`config.mk`:
```
export PLATFORM = sky130hd
export DESIGN_NAME = async_reset_sync_shift_reg_vec
export DESIGN_NICKNAME = d
export VERILOG_FILES = /design/src/rtl/async_reset_sync_shift_reg_vec.sv
export SDC_FILE = /design/constraint.sdc
export NUM_CORES = 1
export LEC_CHECK = 0
export CAP_MARGIN = 20
export CORE_MARGIN = 4
export CORE_UTILIZATION = 30
export CTS_CLUSTER_DIAMETER = 100
export CTS_CLUSTER_SIZE = 16
export DETAILED_ROUTE_END_ITERATION = 8
export GPL_ROUTABILITY_DRIVEN = 0
export PLACE_DENSITY_LB_ADDON = 0.05
export SYNTH_ARGS = -nofsm -noshare
export SYNTH_HDL_FRONTEND = slang
export SYNTH_SLANG_ARGS = --single-unit
```
`constraint.sdc`:
```
create_clock -name clock -period 2 [get_ports clock]
set_input_delay 0.6 -clock clock [delete_from_list [all_inputs] [get_ports clock]]
set_output_delay 0.6 -clock clock [all_outputs]
set_load 0.01 [all_outputs]
```
`src/rtl/async_reset_sync_shift_reg_vec.sv`:
```
// WIDTH-bit, DEPTH-stage shift register with asynchronous reset to INIT, clock enable,
// synchronous parallel load, per-bit change-detect pulses and a pipeline-filled flag.
module async_reset_sync_shift_reg_vec #(
   parameter int unsigned WIDTH = 8,
   parameter int unsigned DEPTH = 3,
   parameter logic [WIDTH-1:0] INIT = {WIDTH{1'b0}}
) (
   input  logic             clock,
   input  logic             reset,
   input  logic             io_en,
   input  logic [WIDTH-1:0] io_d,
   input  logic             io_load,
   input  logic [WIDTH-1:0] io_load_val,
   output logic [WIDTH-1:0] io_q,
   output logic [WIDTH-1:0] io_changed,
   output logic             io_valid
);

   localparam int unsigned CW = $clog2(DEPTH + 1);
   localparam logic [CW-1:0] DEPTH_C = CW'(DEPTH);
   localparam logic [CW-1:0] ONE_C   = CW'(1);
   localparam logic [CW-1:0] ZERO_C  = CW'(0);

   logic [DEPTH-1:0][WIDTH-1:0] stage_q;
   logic [DEPTH-1:0][WIDTH-1:0] stage_d;
   logic [WIDTH-1:0]            prev_q;
   logic [CW-1:0]               fill_q;
   logic [CW-1:0]               fill_d;

   // Next-state selection: load beats shift, shift beats hold.
   always_comb begin
      stage_d = stage_q;
      fill_d  = fill_q;
      if (io_load) begin
         for (int i = 0; i < DEPTH; i++) begin
            stage_d[i] = io_load_val;
         end
         fill_d = DEPTH_C;
      end else if (io_en) begin
         stage_d[0] = io_d;
         for (int i = 1; i < DEPTH; i++) begin
            stage_d[i] = stage_q[i-1];
         end
         if (fill_q != DEPTH_C) begin
            fill_d = fill_q + ONE_C;
         end else begin
            fill_d = fill_q;
         end
      end else begin
         stage_d = stage_q;
         fill_d  = fill_q;
      end
   end

   // State registers; prev_q tracks io_q on every edge, including hold and load edges.
   always_ff @(posedge clock or posedge reset) begin
      if (reset) begin
         stage_q <= {DEPTH{INIT}};
         prev_q  <= INIT;
         fill_q  <= ZERO_C;
      end else begin
         stage_q <= stage_d;
         prev_q  <= stage_q[DEPTH-1];
         fill_q  <= fill_d;
      end
   end

   assign io_q       = stage_q[DEPTH-1];
   assign io_changed = stage_q[DEPTH-1] ^ prev_q;
   assign io_valid   = (fill_q == DEPTH_C);

endmodule

```
==> results.md <==
* Rel. slew slack at about four fifths
* Most frequent cell after synthesis: dfrtp_1
* P_sw at 449.5 uW
* Clock Sinks at 34
* Register-to-register setup slack at between 0.7 and 0.8 ns
* Antenna violations before repair at 0
* Max Slew Vio Count at 0
* Placeable Area at 5238 sq um
* Min-delay src: io_q[4]
* CTS tree: built
* Ys Warns at 0
* Synth cell count leaders: dfrtp_1, nor2b_1, nor2_1, a211oi_2, buf_4
* Slowest stage delay, CP at 0.56 ns
* Number of max-cap violations at 0
* Top delay family on crit path: buffers and inverters
* Final ANT Viol Nets at 0
* Synth-to-layout area growth at 27.40%
* Power share of the combinational group at 20.7%
* Tcrit/Tclk final at 93.50%
* Setup Skew at 0.003609 ns
* Routed vias/inst at 4.425
* TritonRoute pass-1 iters at 4
* CTS HTree Levels at 2
* Worst vdd ir at 430.8 uV
* RSZ-0062 raised after global routing: false
* LEAKAGE at 0.8272 nW
* Mapped Cells at between 100 and 150
* Startpoint types: flip-flop
* Routed len/inst at 12.96 um
* DR iter-0 viols at 26
* Critical path, cell by cell: clkdlybuf4s50_1
* Ys async rst share at 100.0%
* Port bufs at 36
* Worst EP arrival at 1.27 ns
* CTS root buf: clkbuf_8
* Multi-input gate area at slightly below 700 sq um
* Main synth FF type: dfrtp_1
* Number of global-route vias before repair at 1,233
* R2R cell count at 4
* Worst-Skew Late Latency at approximately 0.29 ns
* Via count at 1,093
* Hold buffer count at CTS at 0
* Max Fclk at roughly 530 MHz
* Largest net degree at the start of global routing at 37
* # setup viols final at 0
* Critical path class: reg -> out
* Worst-path clk slew at 0.07 ns
* Register Area at 850.8 sq um
* Residual DRC at 0
* Area share of the largest cell type after synthesis at 51.05%
* Sw Share at between 20 and 30%
* Clk buf depth at 2
* Gr ovfl total at 0
* Num CTS Buffers at 5
* Worst hold stages at 0
* HPWL after DPL at 2183 um
* Distinct cell type count after synthesis at 15
* Crit Path Max Fanout at 4
* WHS Endpoint: prev_q[4]
* EDFF count, synth at 0
* Final worst path period need at 1.870 ns
* Seq/Total Area, Yosys at 51.05%
* Starting density of the core at 31.82%
* Final nets at 197
* Flop pwr share at 48.0%
* Post-CTS Setup Repair Bufs at 0
* IO Pins at 37
* Layout cells sized above 1 at 18.08%
* Internal power at 1.223 mW
* RR Endpoint: fill_q[1]
* Die Area at 6812 sq um
* Cell Pwr Density at 787.8 nW/um^2
* Mapped Nets at 166
* First-pass GRT wire length at 5533 um
* Worst Max-Slew Pin Slew at approximately 0.32 ns
* GRT Overall Usage at 10.96%
* Synth area leader: dfrtp_1
* Seq cells post-synth at 34
* Hold WS at 0.4339 ns
* Slowest library cell on the worst path: clkdlybuf4s50_1
* Mapped Area at roughly 1700 sq um
* Antenna cells at 0
* CP bufs+invs at 1
* Wirelength, routed at 3200 um
* Die width at slightly above 80 um
* Hold Path Class: reg -> reg
* Syn_area_per_cell at 11.49 sq um
* Crit. End Element: output port
* Worst r2r src: fill_q[0]
* WP data required at around 1.4 ns
* Status: complete, no violations
* Fillcell total at 519
* Synth top area cells: dfrtp_1, a211oi_2, nor2b_1
* Rows at 26
* Final Hold Fails at 0
* Setup TNS at 0 ns
* Clock Power Share at 31.3%
* Die Ht at 82.54 um
==> worst register-to-register path, stage by stage, from the launching register on <==
cell	delay (ns)
dfrtp_1	0.40
ha_1	0.21
and2b_1	0.24
nor2b_1	0.06
a211o_1	0.26
==> per-layer routing <==
| metal | track usage (%) | wire [um] | vias up |
|---|---|---|---|
| li1 | - | - | 541 |
| met1 | 12.04 | 1402 | 519 |
| met2 | 18.75 | 1545 | 26 |
| met3 | 3.471 | 174 | 7 |
| met4 | 5.882 | 78 | 0 |
| met5 | 0 | 0 | - |
==> repair_timing <==
item                                    in CTS  in global routing
endpoints found under the setup margin       9                  0
gates resized for setup                      9                  0
hold endpoints to repair                     0                  0
==> cells by family (layout without fill, tap and decap cells) <==
kind of cell	Yosys count	in the layout	synth area share, %
fa+ha+maj	1	1	0.7506
xor+xnor	9	9	4.730
flops	34	34	51.05
buf+inv	17	49	7.507
compound gates	25	25	17.34
simple gates	59	59	18.62
==> layout make-up <==
class,instances,area share (%)
clock inverter,1,0.2357
clock buffer,7,4.066
sequential,34,40.07
timing repair buffer,40,18.80
inverter,1,0.1768
multi-input combinational,94,32.53
tap,70,4.125
==> stage by stage <==
| stage | cells | setup slack (ns) | area [sq um] | util [%] | power [mW] |
|---|---|---|---|---|---|
| 3_5_place_dp | 239 | 0.1639 | 2043 | 39.01 | 1.199 |
| 6_report | 247 | 0.1300 | 2123 | 40.54 | 1.673 |
| 3_3_place_gp | 239 | 0.2011 | 2043 | 39.01 | 1.191 |
| 2_1_floorplan | 145 | 0.6525 | 1667 | - | 1.036 |
| 5_1_grt | 247 | 0.07818 | 2123 | 40.54 | 1.771 |
| 4_1_cts | 247 | 0.1088 | 2123 | 40.54 | 1.712 |
==> power by group through the flow <==
| stage | combinational, mW | clock [mW] | sequential (mW) |
|---|---|---|---|
| floorplan | 0.231 | 0 | 0.805 |
| global placement | 0.377 | 0 | 0.814 |
| detailed placement | 0.382 | 0 | 0.817 |
| CTS | 0.357 | 0.550 | 0.805 |
| global route | 0.387 | 0.571 | 0.813 |
| finish | 0.347 | 0.523 | 0.803 |
==> placed cells by master, fill, tap and decap left out <==
cell type and count:
inv_1 1, dfrtp_1 34, a211oi_2 20, clkbuf_1 1
ha_1 1, nor2b_1 33, xnor2_1 1, xor2_1 8
buf_12 2, clkdlybuf4s50_1 26, buf_2 1, and2b_1 1
a211oi_1 4, clkinv_2 1, buf_4 2, nor2_1 24
nand2b_1 1, dlygate4sd2_1 9, a211o_1 1, clkbuf_8 6
==> worst max path at each step <==
| stage | slack, ns | startpoint | depth (start not counted) | end |
|---|---|---|---|---|
| detailed placement | 0.16 | io_load | 4 | stage_q[9] |
| global route | 0.08 | io_q[1] | 1 | io_q[1] |
| floorplan | 0.65 | reset | 1 | fill_q[0] |
| finish | 0.13 | io_q[1] | 1 | io_q[1] |
| global placement | 0.20 | io_load | 4 | stage_q[1] |
| CTS | 0.11 | io_q[1] | 1 | io_q[1] |
==> registers in the layout, summed over array words and instances, names as in the netlist <==
name and flops:
stage_q 16, io_q 8, fill_q 2, prev_q 8
Note: power is estimated with default switching activity, not from simulation.
